$ cat src/rtl/integration_pkg.sv
// rtl/integration_pkg.sv - shared AHB encodings and arbiter grant-state type
package integration_pkg;

    localparam int HMASTER_W = 4;

    typedef enum logic [1:0] {
        TRANS_IDLE   = 2'd0,
        TRANS_BUSY   = 2'd1,
        TRANS_NONSEQ = 2'd2,
        TRANS_SEQ    = 2'd3
    } htrans_t;

    typedef enum logic [2:0] {
        BURST_SINGLE = 3'd0,
        BURST_INCR   = 3'd1,
        BURST_WRAP4  = 3'd2,
        BURST_INCR4  = 3'd3,
        BURST_WRAP8  = 3'd4,
        BURST_INCR8  = 3'd5,
        BURST_WRAP16 = 3'd6,
        BURST_INCR16 = 3'd7
    } hburst_t;

    typedef enum logic [1:0] {
        RESP_OKAY  = 2'd0,
        RESP_ERROR = 2'd1,
        RESP_RETRY = 2'd2,
        RESP_SPLIT = 2'd3
    } hresp_t;

    typedef enum logic [1:0] {
        GS_OPEN   = 2'd0,
        GS_BURST  = 2'd1,
        GS_LOCKED = 2'd2
    } gstate_t;

    // Address phases still to come after the NONSEQ of a fixed burst; 0 for SINGLE/INCR.
    function automatic logic [3:0] burst_beats(input logic [2:0] burst);
        case (burst)
            BURST_WRAP4,  BURST_INCR4:  burst_beats = 4'd3;
            BURST_WRAP8,  BURST_INCR8:  burst_beats = 4'd7;
            BURST_WRAP16, BURST_INCR16: burst_beats = 4'd15;
            default:                    burst_beats = 4'd0;
        endcase
    endfunction

endpackage

$ cat src/rtl/ahb_rr_picker.sv
// rtl/ahb_rr_picker.sv - round-robin winner search starting after the current grantee
module ahb_rr_picker #(
    parameter int NUM_MASTERS = 4
) (
    input  logic [NUM_MASTERS-1:0] req,
    input  logic [3:0]             cur,
    input  logic [3:0]             dflt,
    output logic [3:0]             win
);

    logic [4:0]             idx;
    logic [NUM_MASTERS-1:0] sel;
    logic                   found;

    // Offset NUM_MASTERS lands back on cur, so a lone current requester keeps the bus.
    always_comb begin
        win   = dflt;
        found = 1'b0;
        idx   = 5'd0;
        sel   = '0;
        for (int i = 1; i <= NUM_MASTERS; i++) begin
            idx = {1'b0, cur} + 5'(i);
            if (idx >= 5'(NUM_MASTERS)) begin
                idx = idx - 5'(NUM_MASTERS);
            end
            sel = req >> idx;
            if (!found && sel[0]) begin
                found = 1'b1;
                win   = idx[3:0];
            end
        end
    end

endmodule

$ cat src/rtl/ahb_arbiter.sv
// rtl/ahb_arbiter.sv - burst- and lock-aware round-robin AHB arbiter
module ahb_arbiter
    import integration_pkg::*;
#(
    parameter int NUM_MASTERS    = 4,
    parameter int DEFAULT_MASTER = 0
) (
    input  logic                   hclk,
    input  logic                   hreset,
    input  logic [NUM_MASTERS-1:0] hbusreq,
    input  logic [NUM_MASTERS-1:0] hlock,
    input  logic [1:0]             htrans,
    input  logic [2:0]             hburst,
    input  logic                   hready,
    input  logic [1:0]             hresp,
    output logic [NUM_MASTERS-1:0] hgrant,
    output logic [HMASTER_W-1:0]   hmaster,
    output logic                   hmastlock
);

    localparam logic [3:0]             DEF_IDX = 4'(DEFAULT_MASTER);
    localparam logic [NUM_MASTERS-1:0] ONE     = NUM_MASTERS'(1);

    gstate_t                gstate;
    logic [3:0]             gidx;
    logic [3:0]             cnt;
    logic [3:0]             cnt_next;
    logic [3:0]             winner;
    logic [NUM_MASTERS-1:0] lock_vec;
    logic                   lock_now;
    logic                   is_seq;
    logic                   fixed_nonseq;
    logic                   err;
    logic                   may_rearb;

    ahb_rr_picker #(.NUM_MASTERS(NUM_MASTERS)) u_picker (
        .req  (hbusreq),
        .cur  (gidx),
        .dflt (DEF_IDX),
        .win  (winner)
    );

    always_comb begin
        lock_vec     = hlock >> gidx;
        lock_now     = lock_vec[0];
        is_seq       = (htrans == TRANS_SEQ);
        fixed_nonseq = (htrans == TRANS_NONSEQ) && (burst_beats(hburst) != 4'd0);
        err          = (hresp != RESP_OKAY);

        if (err) begin
            cnt_next = 4'd0;
        end else if (fixed_nonseq) begin
            cnt_next = burst_beats(hburst);
        end else if (is_seq && cnt != 4'd0) begin
            cnt_next = cnt - 4'd1;
        end else begin
            cnt_next = cnt;
        end

        // A lock request arriving on the burst's last beat keeps the bus with the grantee.
        may_rearb = !fixed_nonseq && !lock_now && (gstate != GS_LOCKED) &&
                    (err || cnt == 4'd0 || (cnt == 4'd1 && is_seq));
    end

    always_ff @(posedge hclk or posedge hreset) begin
        if (hreset) begin
            gstate    <= GS_OPEN;
            cnt       <= 4'd0;
            gidx      <= DEF_IDX;
            hgrant    <= ONE << DEF_IDX;
            hmaster   <= DEF_IDX;
            hmastlock <= 1'b0;
        end else if (hready) begin
            cnt       <= cnt_next;
            hmaster   <= gidx;
            hmastlock <= lock_now;
            // Leaving LOCKED mid-burst falls back to BURST so the counter still guards the handover.
            if (lock_now) begin
                gstate <= GS_LOCKED;
            end else if (cnt_next != 4'd0) begin
                gstate <= GS_BURST;
            end else begin
                gstate <= GS_OPEN;
            end
            if (may_rearb) begin
                gidx   <= winner;
                hgrant <= ONE << winner;
            end
        end
    end

endmodule

$ cat config.mk
export PLATFORM = sky130hd
export DESIGN_NAME = ahb_arbiter
export DESIGN_NICKNAME = d
export VERILOG_FILES = /design/src/rtl/integration_pkg.sv /design/src/rtl/ahb_rr_picker.sv /design/src/rtl/ahb_arbiter.sv
export SDC_FILE = /design/constraint.sdc
export NUM_CORES = 1
export LEC_CHECK = 0
export CORE_MARGIN = 4
export CORE_UTILIZATION = 53
export CTS_BUF_LIST = sky130_fd_sc_hd__clkbuf_8
export CTS_CLUSTER_DIAMETER = 60
export DETAILED_ROUTE_END_ITERATION = 6
export PLACE_DENSITY = 0.83
export REMOVE_ABC_BUFFERS = 1
export SLEW_MARGIN = 10
export SYNTH_ARGS = -nofsm -noshare
export SYNTH_HDL_FRONTEND = slang
export SYNTH_SLANG_ARGS = --single-unit
export TNS_END_PERCENT = 30
$ cat constraint.sdc
create_clock -name hclk -period 5.8 [get_ports hclk]
set_clock_uncertainty 0.2 [all_clocks]
set_input_delay 1.16 -clock hclk [delete_from_list [all_inputs] [get_ports hclk]]
set_output_delay 1.16 -clock hclk [all_outputs]
set_load 0.01 [all_outputs]
Word-level counts from Yosys, hierarchy flattened
Cells that the tools add are included.
{"block": "word_totals", "reg_bits": 19, "word_cells": 77, "output_inout_bits": 9}
{"block": "op_classes", "n_mux": 17, "n_reduce_logical": 25, "add_sub_neg": 9, "shifts": 6, "eq_ne": 10, "n_lt_le_gt_ge": 4}
{"op": "$mux W4", "n": 7}
{"op": "$ge A5 B3 Y1 const B", "n": 4}
{"op": "$mux W5", "n": 4}
{"op": "$shr A4 B5 Y1", "n": 4}
{"op": "$sub A5 B3 Y5 const B", "n": 4}
{"op": "$eq A3 B3 Y1 const B", "n": 4}
{"op": "$pmux W4 S3", "n": 1}
{"op": "$reduce_bool A4 Y1", "n": 3}
{"op": "$add A4 B2 Y5 const B", "n": 2}
{"op": "$logic_and A1 B1 Y1", "n": 9}
{"op": "$eq A3 B2 Y1 const B", "n": 2}
{"op": "$reduce_or A2 Y1", "n": 3}
{"op": "$add A4 B1 Y5 const B", "n": 1}
{"op": "$add A4 B3 Y5 const B", "n": 1}
{"op": "$logic_not A1 Y1", "n": 5}
{"op": "$eq A2 B2 Y1 const B", "n": 2}
{"op": "$eq A4 B1 Y1 const B", "n": 1}
{"op": "$logic_not A4 Y1", "n": 1}
{"op": "$mux W1", "n": 4}
{"op": "$shl A1 B4 Y4 const A", "n": 1}
{"op": "$shr A4 B4 Y1", "n": 1}
{"op": "$sub A4 B1 Y4 const B", "n": 1}
{"op": "$logic_or A1 B1 Y1", "n": 2}
{"op": "$mux W2", "n": 1}
{"op": "3 further kinds", "n": 3}

Depth between registers and ports, before layout
Gate-level depths: netlist of the first run.
{"block": "depth", "word_depth": 15, "depth_mapped": 14}

By module
A second synthesis of the first run with hierarchy kept.
{"block": "hier_totals", "hier_cells": 175, "area_unflattened_um2": 1731.7}
{"module": "ahb_arbiter", "cells_per_inst": 89, "instances": 1, "area_per_inst_um2": 983.4}
{"module": "ahb_rr_picker", "cells_per_inst": 86, "instances": 1, "area_per_inst_um2": 748.2}

Least setup slack after synthesis of the first run
No wires, ideal clock.
{"block": "synth_path", "path_type": "flip-flop to flip-flop", "from": "reg gidx[1]", "to": "reg hgrant[2]", "path_stages_with_launch": 15, "arrival_ns": 2.881, "required_ns": 5.466, "path_buffers": 1, "setup_slack_ns": 2.585, "synth_period_minus_slack_ns": 3.215, "cell_sequence": "dfrtp_1 -> buf_4 -> inv_1 -> ha_1 -> a21oi_2 -> xnor2_1 -> inv_1 -> ha_1 -> nor2_1 -> a32oi_1 -> o31ai_4 -> and2_0 -> a221o_1 -> a32oi_2 -> o41ai_1"}
{"block": "synth_via", "elab_chain_len": 15, "word_cells_on_any_way": 40, "classes_between": "add/sub (8); order compare (4); shift (6); mux (11); reduce/logical (11)"}
{"item": "start: declaration", "line_no": "ahb_arbiter.sv:25", "text": "logic [3:0] gidx;"}
{"item": "start signal: assignment", "line_no": "ahb_arbiter.sv:86", "text": "gidx <= winner;"}
{"item": "$add A4 B1 Y5", "line_no": "ahb_rr_picker.sv:22", "text": "idx = {1'b0, cur} + 5'(i);"}
{"item": "$sub A5 B3 Y5 / $ge A5 B3 Y1 (equally long branches)", "line_no": "ahb_rr_picker.sv:24, ahb_rr_picker.sv:23"}
{"item": "$mux W5", "line_no": "ahb_rr_picker.sv:23", "text": "if (idx >= 5'(NUM_MASTERS)) begin"}
{"item": "$shr A4 B5 Y1", "line_no": "ahb_rr_picker.sv:26", "text": "sel = req >> idx;"}
{"item": "$mux W1", "line_no": "ahb_rr_picker.sv:27", "text": "if (!found && sel[0]) begin"}
{"item": "$logic_not A1 Y1", "line_no": "ahb_rr_picker.sv:27"}
{"item": "$logic_and A1 B1 Y1", "line_no": "ahb_rr_picker.sv:27"}
{"item": "$mux W1", "line_no": "ahb_rr_picker.sv:27"}
{"item": "$logic_not A1 Y1", "line_no": "ahb_rr_picker.sv:27"}
{"item": "$logic_and A1 B1 Y1", "line_no": "ahb_rr_picker.sv:27"}
{"item": "$mux W1", "line_no": "ahb_rr_picker.sv:27"}
{"item": "$logic_not A1 Y1", "line_no": "ahb_rr_picker.sv:27"}
{"item": "$logic_and A1 B1 Y1", "line_no": "ahb_rr_picker.sv:27"}
{"item": "$mux W4", "line_no": "ahb_rr_picker.sv:27"}
{"item": "$shl A1 B4 Y4", "line_no": "ahb_arbiter.sv:87", "text": "hgrant <= ONE << winner;"}
{"item": "end signal: assignment", "line_no": "ahb_arbiter.sv:70", "text": "hgrant <= ONE << DEF_IDX;"}
{"item": "end signal: assignment", "line_no": "ahb_arbiter.sv:87"}
{"item": "end: declaration", "line_no": "ahb_arbiter.sv:16", "text": "output logic [NUM_MASTERS-1:0] hgrant,"}
Parallel ways exist; a longest one is shown, timed or not.
A chain may end at the register's enable or synchronous reset.

Worst setup path after layout of the first run
Same ends and word-level chain as after synthesis.

==> results of run 1 <==
worst max-delay path: stages (launching register included):
cell and delay [ps]:
dfrtp_1 680, inv_1 250, ha_1 280, a21oi_2 140, xnor2_1 200, inv_1 110
ha_1 230, xnor2_1 140, a32oi_1 260, o31ai_4 150, a211oi_2 380, o21ai_1 160
a32oi_2 310, o41ai_1 140
cell type report:
| type | instances | area, sq um | share of cell area [%] |
|---|---|---|---|
| flip-flops and latches | 18 | 452 | 23.4 |
| inverters | 14 | 52.6 | 2.72 |
| repair buffers | 25 | 250 | 13.0 |
| multi-input cells | 126 | 1080 | 56.0 |
| clock buffers | 4 | 55.1 | 2.85 |
| well taps | 31 | 38.8 | 2.01 |
through the flow:
stage               total power [mW]  utilization (%)  hold WS [ps]  area (sq um)  worst slack [ps]
floorplan                      0.524                -           284          1590              2500
global placement               0.624             65.7           259          1870              2190
CTS                            0.765             67.6           299          1930              2020
detailed placement             0.657             65.7           280          1870              2030
finish                         0.763             67.6           295          1930              2020
global route                   0.829             67.6           319          1930              1670
cell usage after synthesis (3+ instances only):
| cell | count |
|---|---|
| nor2b_1 | 4 |
| inv_1 | 13 |
| and3_1 | 4 |
| a21oi_1 | 6 |
| xnor2_1 | 6 |
| a22oi_1 | 4 |
| dfrtp_1 | 17 |
| mux4_2 | 3 |
| nand2_1 | 14 |
| mux2_2 | 5 |
| ha_1 | 18 |
| buf_6 | 3 |
| o21ai_0 | 4 |
| nor2_1 | 7 |
routing by layer:
metal	vias up	part of all wire (%)	global-route usage, %
li1	644	-	-
met1	677	43	22.7
met2	22	54	36.2
met3	2	2.5	3.55
met4	0	0.24	4.58
met5	-	0	0
flip-flops by register name, indices dropped and copies added, names as in the netlist:
register and count:
cnt 4, gidx 4, hgrant 4, hmaster 4, gstate 1, hmastlock 1
worst max path at each step:
stage	endpoint	slack [ps]	depth (start not counted)
finish	hgrant[2]	2020	13
global route	hgrant[2]	1670	12
CTS	hgrant[2]	2020	12
detailed placement	hgrant[2]	2030	12
global placement	hgrant[2]	2190	13
floorplan	hgrant[2]	2500	13
logic make-up (layout without fill, tap and decap cells):
family | count (synthesis) | after routing | share of synthesized area [%]
AO/OA/AOI/OAI | 45 | 45 | 24.0
XOR/XNOR | 9 | 9 | 5.71
adder cells (fa/ha/maj) | 18 | 18 | 13.7
buffers and inverters | 21 | 43 | 6.70
flip-flops | 18 | 18 | 27.5
multiplexers | 10 | 10 | 8.76
AND/OR/NAND/NOR | 44 | 44 | 13.6
power by group:
group	total (mW)	switching, mW	leakage, nW	internal (mW)
clock	0.104	0.0434	0.0288	0.0603
sequential	0.206	0.0497	0.236	0.157
combinational	0.453	0.236	0.552	0.217
total	0.763	0.329	0.816	0.435
==> qor.yml, run 1 <==
drt:
  via_count: 1345
  residual_antenna_violating_net_count_after_detailed_routing: 0
  initialDrtViolationCount: 49
  postRouteWirelength_mm: 3.70
  detail_route.vias_per_cell: 6.17
  wl_per_cell_um: 17.0
  drc_violations: 0
  drt_pass1_iterations: 4
hold_path:
  timing.hold.worst_endpoint: "hgrant[2]"
  min_from: "hgrant[2]"
  hold-path-cell-count: 2
  min-delay-path-class: "reg2reg"
place:
  detailedPlacementHpwl_mm: 2.82
  place_congestion: 0.815
  dp_cell_count: 214
  io_buffers: 25
sta:
  slew-limit-headroom_pct: 52.5
  achievable-frequency_mhz: 265
  tightestPinTransition_ps: 713
  hold_violations: 0
  final.setup.tns_ps: 0
  timing.final.crit_period_ps: 3780
  final.period_utilization_pct: 65.1
  grt_setup_unrepaired: "no"
  timing.final.max_slew_violations: 0
  setup_viol: 0
yosys:
  synth.lib_cells_used.distinct: 58
  synthesis.yosys.warnings: 0
  yosys.area.top_type: "dfrtp_1"
  yosysTopAreaCellShare_pct: 25.9
  ys_dominant_reg_cell: "dfrtp_1"
  synth.cell_area_sq_um: 1640
  post_synth_edffs: 0
  synth_area_per_cell_sq_um: 9.96
  async_reset_ff_share_pct: 100
  number_of_synthesized_register_bits: 18
  netlist_instances: 165
  post_synth_main_area_contributors: "dfrtp_1 (26%), ha_1 (14%), mux4_2 (4.1%), mux2_2 (3.4%), nand2_1 (3.2%)"
  synth.yosys.seq_area_share_pct: 27.5
floorplanning:
  initial_utilization_pct: 57.6
  fp-row-count: 19
  io_pins: 27
  fp.coreArea_sq_um: 2850
  die_extent_in_x_um: 63.7
  fp.dieH_um: 63.7
  dieArea_sq_um: 4050
final_layout:
  fill_cells: 228
  final_net_count: 224
  post_route_cells_drive_above_1_share_pct: 15.0
  post_layout_nonfiller_instances: 218
  commonest_non_fill_non_tap_cell_in_the_layout: "clkdlybuf4s50_1"
  antennaDiodeCount: 0
  most-common-layout-cells: "clkdlybuf4s50_1 (25), ha_1 (18), dfrtp_1 (17), nand2_1 (14), inv_1 (13)"
  layout-area-overhead-vs-synth_pct: 17.4
cts:
  clk_pin_slew_worst_paths_ps: 70
  htreeDepth: 1
  clock_insertion_delay_worst_skew_ps: 250
  ctsHoldBuffers: 0
  cts-buffers-inserted: 3
  cts_tree: "yes"
  cts_resized: 0
  clock_sink_count: 18
  ctsLongestPathBuffers: 2
  cts_setup_buffers: 0
  root_buffer: "clkbuf_8"
critical_path:
  arrival_ps: 3700
  launching_element_type_of_the_critical_path: "flop"
  ff_to_ff_path_depth: 13
  reg2reg_slack_ps: 2020
  timing.critical_path.required_ps: 5720
  reg2reg_from: "gidx[1]"
  worstSetupStartpoint: "gidx[1]"
  setup.worst_path.end_class: "flop"
  classification_of_the_worst_setup_path: "reg2reg"
  r2r-end: "hgrant[2]"
  path_max_fanout: 15
global_routing:
  maximum_number_of_pins_on_one_net_before_global_route_repair: 19
  grt_total_usage_pct: 19.4
  first_global_vias: 1414
  global_route_wire_length_before_repair_mm: 6.35
  antenna_found_initial: 0
  globalRoute.totalOverflow: 0
power_and_ir_drop:
  vdd_drop_max_mv: 0.325
  total_leakage_power_nw: 0.816
  cellPowerDensity_nw_per_um2: 396
run_status:
  outcome: "finished clean"
flow_run:
  max_cap_violations: 0
Note: power is estimated with default switching activity, not from simulation.
==> run 2, diff against run 1 <==
--- a/config.mk
+++ b/config.mk
@@ -6,7 +6,7 @@
 export NUM_CORES = 1
 export LEC_CHECK = 0
 export CORE_MARGIN = 4
-export CORE_UTILIZATION = 53
+export CORE_UTILIZATION = 50
 export CTS_BUF_LIST = sky130_fd_sc_hd__clkbuf_8
 export CTS_CLUSTER_DIAMETER = 60
 export DETAILED_ROUTE_END_ITERATION = 6
==> constraint.sdc (replaced) <==
create_clock -name hclk -period 3.19 [get_ports hclk]
set_clock_uncertainty 0.2 [all_clocks]
set_input_delay 0.638 -clock hclk [delete_from_list [all_inputs] [get_ports hclk]]
set_output_delay 0.638 -clock hclk [all_outputs]
set_load 0.01 [all_outputs]
==> run 2 against run 1 <==
  * Core utilization rose by 0.59 points
  * Setup slack got worse by 1900 ps
  * Critical path type unchanged
  * Sequential share of layout area fell by 2.1 points
  * Wire length rose by 0.97%
  * Flip-flop and latch count did not move
  * Global-route usage fell by 1.3 points
==> qor.yml, run 2 (synthesis gave the netlist of run 1 again) <==
floorplanning:
  dieArea_sq_um: 4270  # +5.2%
  io_pins: 27  # unchanged
  fp.dieH_um: 65.3  # +2.6%
  die_extent_in_x_um: 65.3  # +2.6%
  initial_utilization_pct: 52.9  # -4.6 points
  fp.coreArea_sq_um: 3100  # +8.8%
  fp-row-count: 20  # +1
critical_path:
  path_max_fanout: 5  # -10
  cpMaxStageDelayCell: "dfrtp_1"
  cp_cell_sequence: "inv_1, ha_1, a21oi_2, xnor2_2, inv_1, ha_1, nor2_1, a32oi_2, o31ai_4, and2_1, a221o_1, a32oi_4, o41ai_2"
  classification_of_the_worst_setup_path: "reg2reg"
  number_of_buffers_and_inverters_on_the_critical_path: 2  # unchanged
  timing.critical_path.required_ps: 3110  # -2610 ps
  arrival_ps: 2960  # -740 ps
  launching_element_type_of_the_critical_path: "flop"
  setup.worst_path.end_class: "flop"
  critical-path-top-delay-family: "compound AO/OA/AOI/OAI gates"
  reg2reg_slack_ps: 150  # -1870 ps
  delay_contributed_by_the_slowest_stage_of_the_critical_path_ps: 390  # -290 ps
final_layout:
  layout-area-overhead-vs-synth_pct: 28.9
  antennaDiodeCount: 0  # unchanged
  commonest_non_fill_non_tap_cell_in_the_layout: "clkdlybuf4s50_1"
  most-common-layout-cells: "clkdlybuf4s50_1 (25), dfrtp_1 (17), ha_1 (15), buf_4 (14)"
  fill_cells: 251  # +10%
  post_route_cells_drive_above_1_share_pct: 25.4  # +10 points
  final_net_count: 238  # +6.3%
global_routing:
  antenna_found_initial: 0  # unchanged
  global_route_wire_length_before_repair_mm: 6.17  # -2.8%
  globalRoute.totalOverflow: 0  # unchanged
  grt_total_usage_pct: 18.1  # -1.3 points
  first_global_vias: 1415  # +0.071%
  maximum_number_of_pins_on_one_net_before_global_route_repair: 19  # unchanged
cts:
  ctsLongestPathBuffers: 2  # unchanged
  ctsHoldBuffers: 0  # unchanged
  cts_tree: "yes"
  htreeDepth: 1  # unchanged
  root_buffer: "clkbuf_8"
  clk_pin_slew_worst_paths_ps: 70  # about the same
  clock_sink_count: 18  # unchanged
  cts-buffers-inserted: 3  # unchanged
  clock_insertion_delay_worst_skew_ps: 260  # about the same
sta:
  timing.final.crit_period_ps: 3040  # -737 ps
  setup_viol: 0  # unchanged
  final.period_utilization_pct: 95.4  # +30 points
  timing.final.max_slew_violations: 0  # unchanged
  slew-limit-headroom_pct: 54.7  # +2.2 points
  achievable-frequency_mhz: 329  # +24%
  tightestPinTransition_ps: 678  # -34.5 ps
  holdWs_ps: 307  # +12.0 ps
  hold_violations: 0  # unchanged
drt:
  via_count: 1388  # +3.2%
  drt_pass1_iterations: 4  # unchanged
  residual_antenna_violating_net_count_after_detailed_routing: 0  # unchanged
  initialDrtViolationCount: 88  # +80%
  wl_per_cell_um: 15.2  # -10%
  detail_route.vias_per_cell: 5.67  # -8.2%
  drc_violations: 0  # unchanged
  postRouteWirelength_mm: 3.73  # +0.97%
flow_run:
  max_cap_violations: 0  # unchanged
hold_path:
  min-delay-path-class: "reg2reg"
run_status:
  outcome: "finished clean"
power_and_ir_drop:
  p_int_mw: 0.925  # +110%
  total_leakage_power_nw: 0.906  # +11%
  vdd_drop_max_mv: 0.568  # +75%
  switching_share_pct: 42.0  # -1.0 points
  cellPowerDensity_nw_per_um2: 754  # +91%
  p_switching_mw: 0.671  # +100%
  power.share.sequential_pct: 20.6  # -6.4 points
  power.clock.fraction_pct: 11.8  # -1.8 points
  report.power.total_mw: 1.60  # +110%
  power.share.combinational_pct: 67.7  # +8.3 points
place:
  place_congestion: 0.865  # +6.1%
  io_buffers: 25  # unchanged
  detailedPlacementHpwl_mm: 2.92  # +3.4%
run 2: changes by cell type in the layout (fill, tap and decap cells not counted), moves of 2 or more:
cell     change
ha_2         +3
xnor2_1      -2
xnor2_2      +2
ha_1         -3
buf_4       +14
run 2: power groups by stage:
| stage | registers (mW) | logic (mW) | clock network [mW] |
|---|---|---|---|
| detailed placement | 0.332 | 0.927 | 0 |
| global placement | 0.326 | 0.876 | 0 |
| floorplan | 0.376 | 0.577 | 0 |
| global route | 0.336 | 1.17 | 0.204 |
| finish | 0.328 | 1.08 | 0.188 |
| CTS | 0.328 | 0.979 | 0.192 |
run 2: worst paths after layout:
| path | startpoint | end | depth (start not counted) |
|---|---|---|---|
| max reg2reg | gidx[1] | hgrant[2] | 13 |
| min | hmaster[3] | hmaster[3] | 1 |
| min in group asynchronous | hreset | hgrant[1] | 2 |
| max in group asynchronous | hreset | hmaster[2] | 2 |
| min reg2reg | hmaster[3] | hmaster[3] | 1 |
| max | gidx[1] | hgrant[2] | 13 |
run 2: per-stage QoR:
stage / instances / utilization (%) / worst slack, ps / TNS (ps) / cell area, sq um
after floorplan: 158 / - / -106 / -421 / 1590
after global placement: 238 / 63.6 / 130 / 0 / 1970
after detailed placement: 238 / 63.6 / -20.8 / -20.8 / 1970
after CTS: 242 / 66.0 / 4.37 / 0 / 2050
after global routing: 245 / 68.2 / -18.3 / -18.3 / 2120
final: 245 / 68.2 / 148 / 0 / 2120
run 2: layout make-up:
class                           instances  area [sq um]  area share [%]
Timing Repair Buffer                   39           355            16.8
Tap cell                               44          55.1            2.60
Inverter                               14          52.6            2.48
Clock buffer                            4          55.1            2.60
Multi-Input combinational cell        126          1150            54.2
Sequential cell                        18           452            21.3
run 2: per-layer routing:
metal	vias to the layer above	global-route usage [%]	share of wire, %
met5	-	0	0
met4	0	6.99	1.5
met3	8	3.25	2.5
met2	24	32.5	56
met1	685	21.2	40
li1	671	-	-
run 2: worst register-to-register path: stages (launching register included):
cell	delay, ps
dfrtp_1	390
inv_1	70
ha_1	200
a21oi_2	160
xnor2_2	140
inv_1	80
ha_1	300
nor2_1	60
a32oi_2	240
o31ai_4	140
and2_1	190
a221o_1	330
a32oi_4	260
o41ai_2	120
run 2: what timing repair did:
action                                  4_1_cts  5_1_grt
resized for setup                             2       11
pin swaps                                     0        9
endpoints found under the setup margin        1        6
buffers inserted                              0        3
endpoints found under the hold margin         0        0
==> run 3, diff against run 2 <==
--- a/config.mk
+++ b/config.mk
@@ -10,6 +10,7 @@
 export CTS_BUF_LIST = sky130_fd_sc_hd__clkbuf_8
 export CTS_CLUSTER_DIAMETER = 60
 export DETAILED_ROUTE_END_ITERATION = 6
+export GPL_TIMING_DRIVEN = 0
 export PLACE_DENSITY = 0.83
 export REMOVE_ABC_BUFFERS = 1
 export SLEW_MARGIN = 10
==> run 3 against run 2 <==
  * Design area is 1.2% higher
  * Sequential power is 4% higher
  * Flip-flop and latch count stayed put
  * Largest cell class unchanged
  * Setup slack worse by 45 ps
  * Count of clock-buffer cells in the layout stayed put
==> qor.yml, run 3 (synthesis gave the netlist of run 1 again) <==
final_layout:
  most-common-layout-cells: "clkdlybuf4s50_1 (25), dfrtp_1 (14), nand2_1 (13), ha_1 (13)"
  post_layout_nonfiller_instances: 243  # -0.82%
  antennaDiodeCount: 0  # unchanged
  layout-area-overhead-vs-synth_pct: 30.5
  final_core_occ_pct: 69.1  # +0.85 points
  final_net_count: 236  # -0.84%
  commonest_non_fill_non_tap_cell_in_the_layout: "clkdlybuf4s50_1"
  post_route_cells_drive_above_1_share_pct: 28.6  # +3.3 points
cts:
  clock_sink_count: 18  # unchanged
  clock_insertion_delay_worst_skew_ps: 250  # about the same
  ctsLongestPathBuffers: 2  # unchanged
  clk_pin_slew_worst_paths_ps: 60  # about the same
  root_buffer: "clkbuf_8"
  ctsHoldBuffers: 0  # unchanged
  cts_tree: "yes"
  htreeDepth: 1  # unchanged
  cts-buffers-inserted: 3  # unchanged
drt:
  postRouteWirelength_mm: 4.08  # +9.4%
  drt_pass1_iterations: 7  # +3
  drc_violations: 0  # unchanged
  detail_route.vias_per_cell: 6.05  # +6.8%
  residual_antenna_violating_net_count_after_detailed_routing: 0  # unchanged
  wl_per_cell_um: 16.8  # +10%
  via_count: 1470  # +5.9%
  initialDrtViolationCount: 121  # +38%
place:
  place_congestion: 0.855  # -1.1%
  dp_cell_count: 227  # -4.6%
  preCtsSetupSlack_ps: -543  # -523 ps
  detailedPlacementHpwl_mm: 2.77  # -5.1%
  io_buffers: 25  # unchanged
sta:
  holdWs_ps: 295  # -12.1 ps
  final.period_utilization_pct: 96.8  # +1.4 points
  hold_violations: 0  # unchanged
  setup_slack_ps: 103  # -44.7 ps
  slew-limit-headroom_pct: 54.3  # -0.47 points
  tightestPinTransition_ps: 685  # +7.00 ps
  setup_viol: 0  # unchanged
  timing.final.crit_period_ps: 3090  # +44.7 ps
  timing.final.max_slew_violations: 0  # unchanged
  achievable-frequency_mhz: 324  # -1.4%
global_routing:
  grt_total_usage_pct: 18.3  # +0.21 points
  maximum_number_of_pins_on_one_net_before_global_route_repair: 19  # unchanged
  global_route_wire_length_before_repair_mm: 6.12  # -0.78%
  globalRoute.totalOverflow: 0  # unchanged
  first_global_vias: 1416  # +0.071%
  antenna_found_initial: 0  # unchanged
floorplanning:
  fp-row-count: 20  # unchanged
  dieArea_sq_um: 4270  # unchanged
  fp.dieH_um: 65.3  # unchanged
  io_pins: 27  # unchanged
  initial_utilization_pct: 52.9  # unchanged
  fp.coreArea_sq_um: 3100  # unchanged
  die_extent_in_x_um: 65.3  # unchanged
critical_path:
  setup.worst_path.end_class: "flop"
  ff_to_ff_path_depth: 12  # -1
  classification_of_the_worst_setup_path: "reg2reg"
  timing.critical_path.required_ps: 3110  # about the same
  arrival_ps: 3000  # +40 ps
  launching_element_type_of_the_critical_path: "flop"
  path_max_fanout: 6  # +1
flow_run:
  max_cap_violations: 0  # unchanged
power_and_ir_drop:
  total_leakage_power_nw: 0.897  # -1.0%
  cellPowerDensity_nw_per_um2: 769  # +2.0%
  vdd_drop_max_mv: 0.569  # +0.10%
  report.power.total_mw: 1.65  # +3.3%
run_status:
  outcome: "finished clean"
hold_path:
  min-delay-path-class: "reg2reg"
  hold-path-cell-count: 2  # +1
## run 3: critical path: stages, from the launching register on
cell	delay, ps
dfrtp_4	520
buf_4	160
a21oi_2	200
xnor2_2	180
inv_2	90
ha_4	290
nor3_2	40
a32oi_2	210
o31ai_4	140
and2_0	180
a221o_1	330
a32oi_4	280
o31ai_2	120
## run 3: path summary, 6_finish.rpt
kind / startpoint / endpoint / slack, ps
min in group asynchronous: hreset / cnt[1] / 620
hold / removal: hgrant[2] / hgrant[2] / 300
max in group asynchronous: hreset / gidx[0] / 1670
hold reg to reg: hgrant[2] / hgrant[2] / 300
setup / recovery: gidx[0] / hgrant[3] / 100
setup reg to reg: gidx[0] / hgrant[3] / 100
## run 3: through the flow
step           TNS (ps)  instance area (sq um)
2_1_floorplan      -421                   1590
3_3_place_gp      -2330                   1890
3_5_place_dp      -2940                   1890
4_1_cts               0                   2020
5_1_grt           -21.2                   2140
6_report              0                   2140
## run 3: what timing repair did
action / CTS / global route
gates resized for setup: 7 / 14
setup buffers: 7 / 5
pin swaps: 2 / 9
cloned: 0 / 0
setup endpoints to repair: 6 / 5
## run 3: cell type report
type	instances	area [sq um]
clock buffer	4	55.1
fill	234	960
inverter	14	55.1
multi-input combinational	126	1170
sequential	18	458
tap	44	55.1
timing repair buffer	37	353
## run 3: power breakdown
group	internal (mW)	switching, mW	total [mW]
logic	0.561	0.566	1.13
registers	0.291	0.0499	0.341
clock network	0.109	0.0704	0.180
total	0.962	0.687	1.65
## run 3: per-layer routing
layer	track usage, %	share of wire, %	up-vias	wire length [um]
li1	-	-	667	-
met4	3.37	1.8	0	74
met1	20.5	40	742	1650
met5	0	0	-	0
met2	34.9	54	51	2200
met3	4.62	4.1	10	166
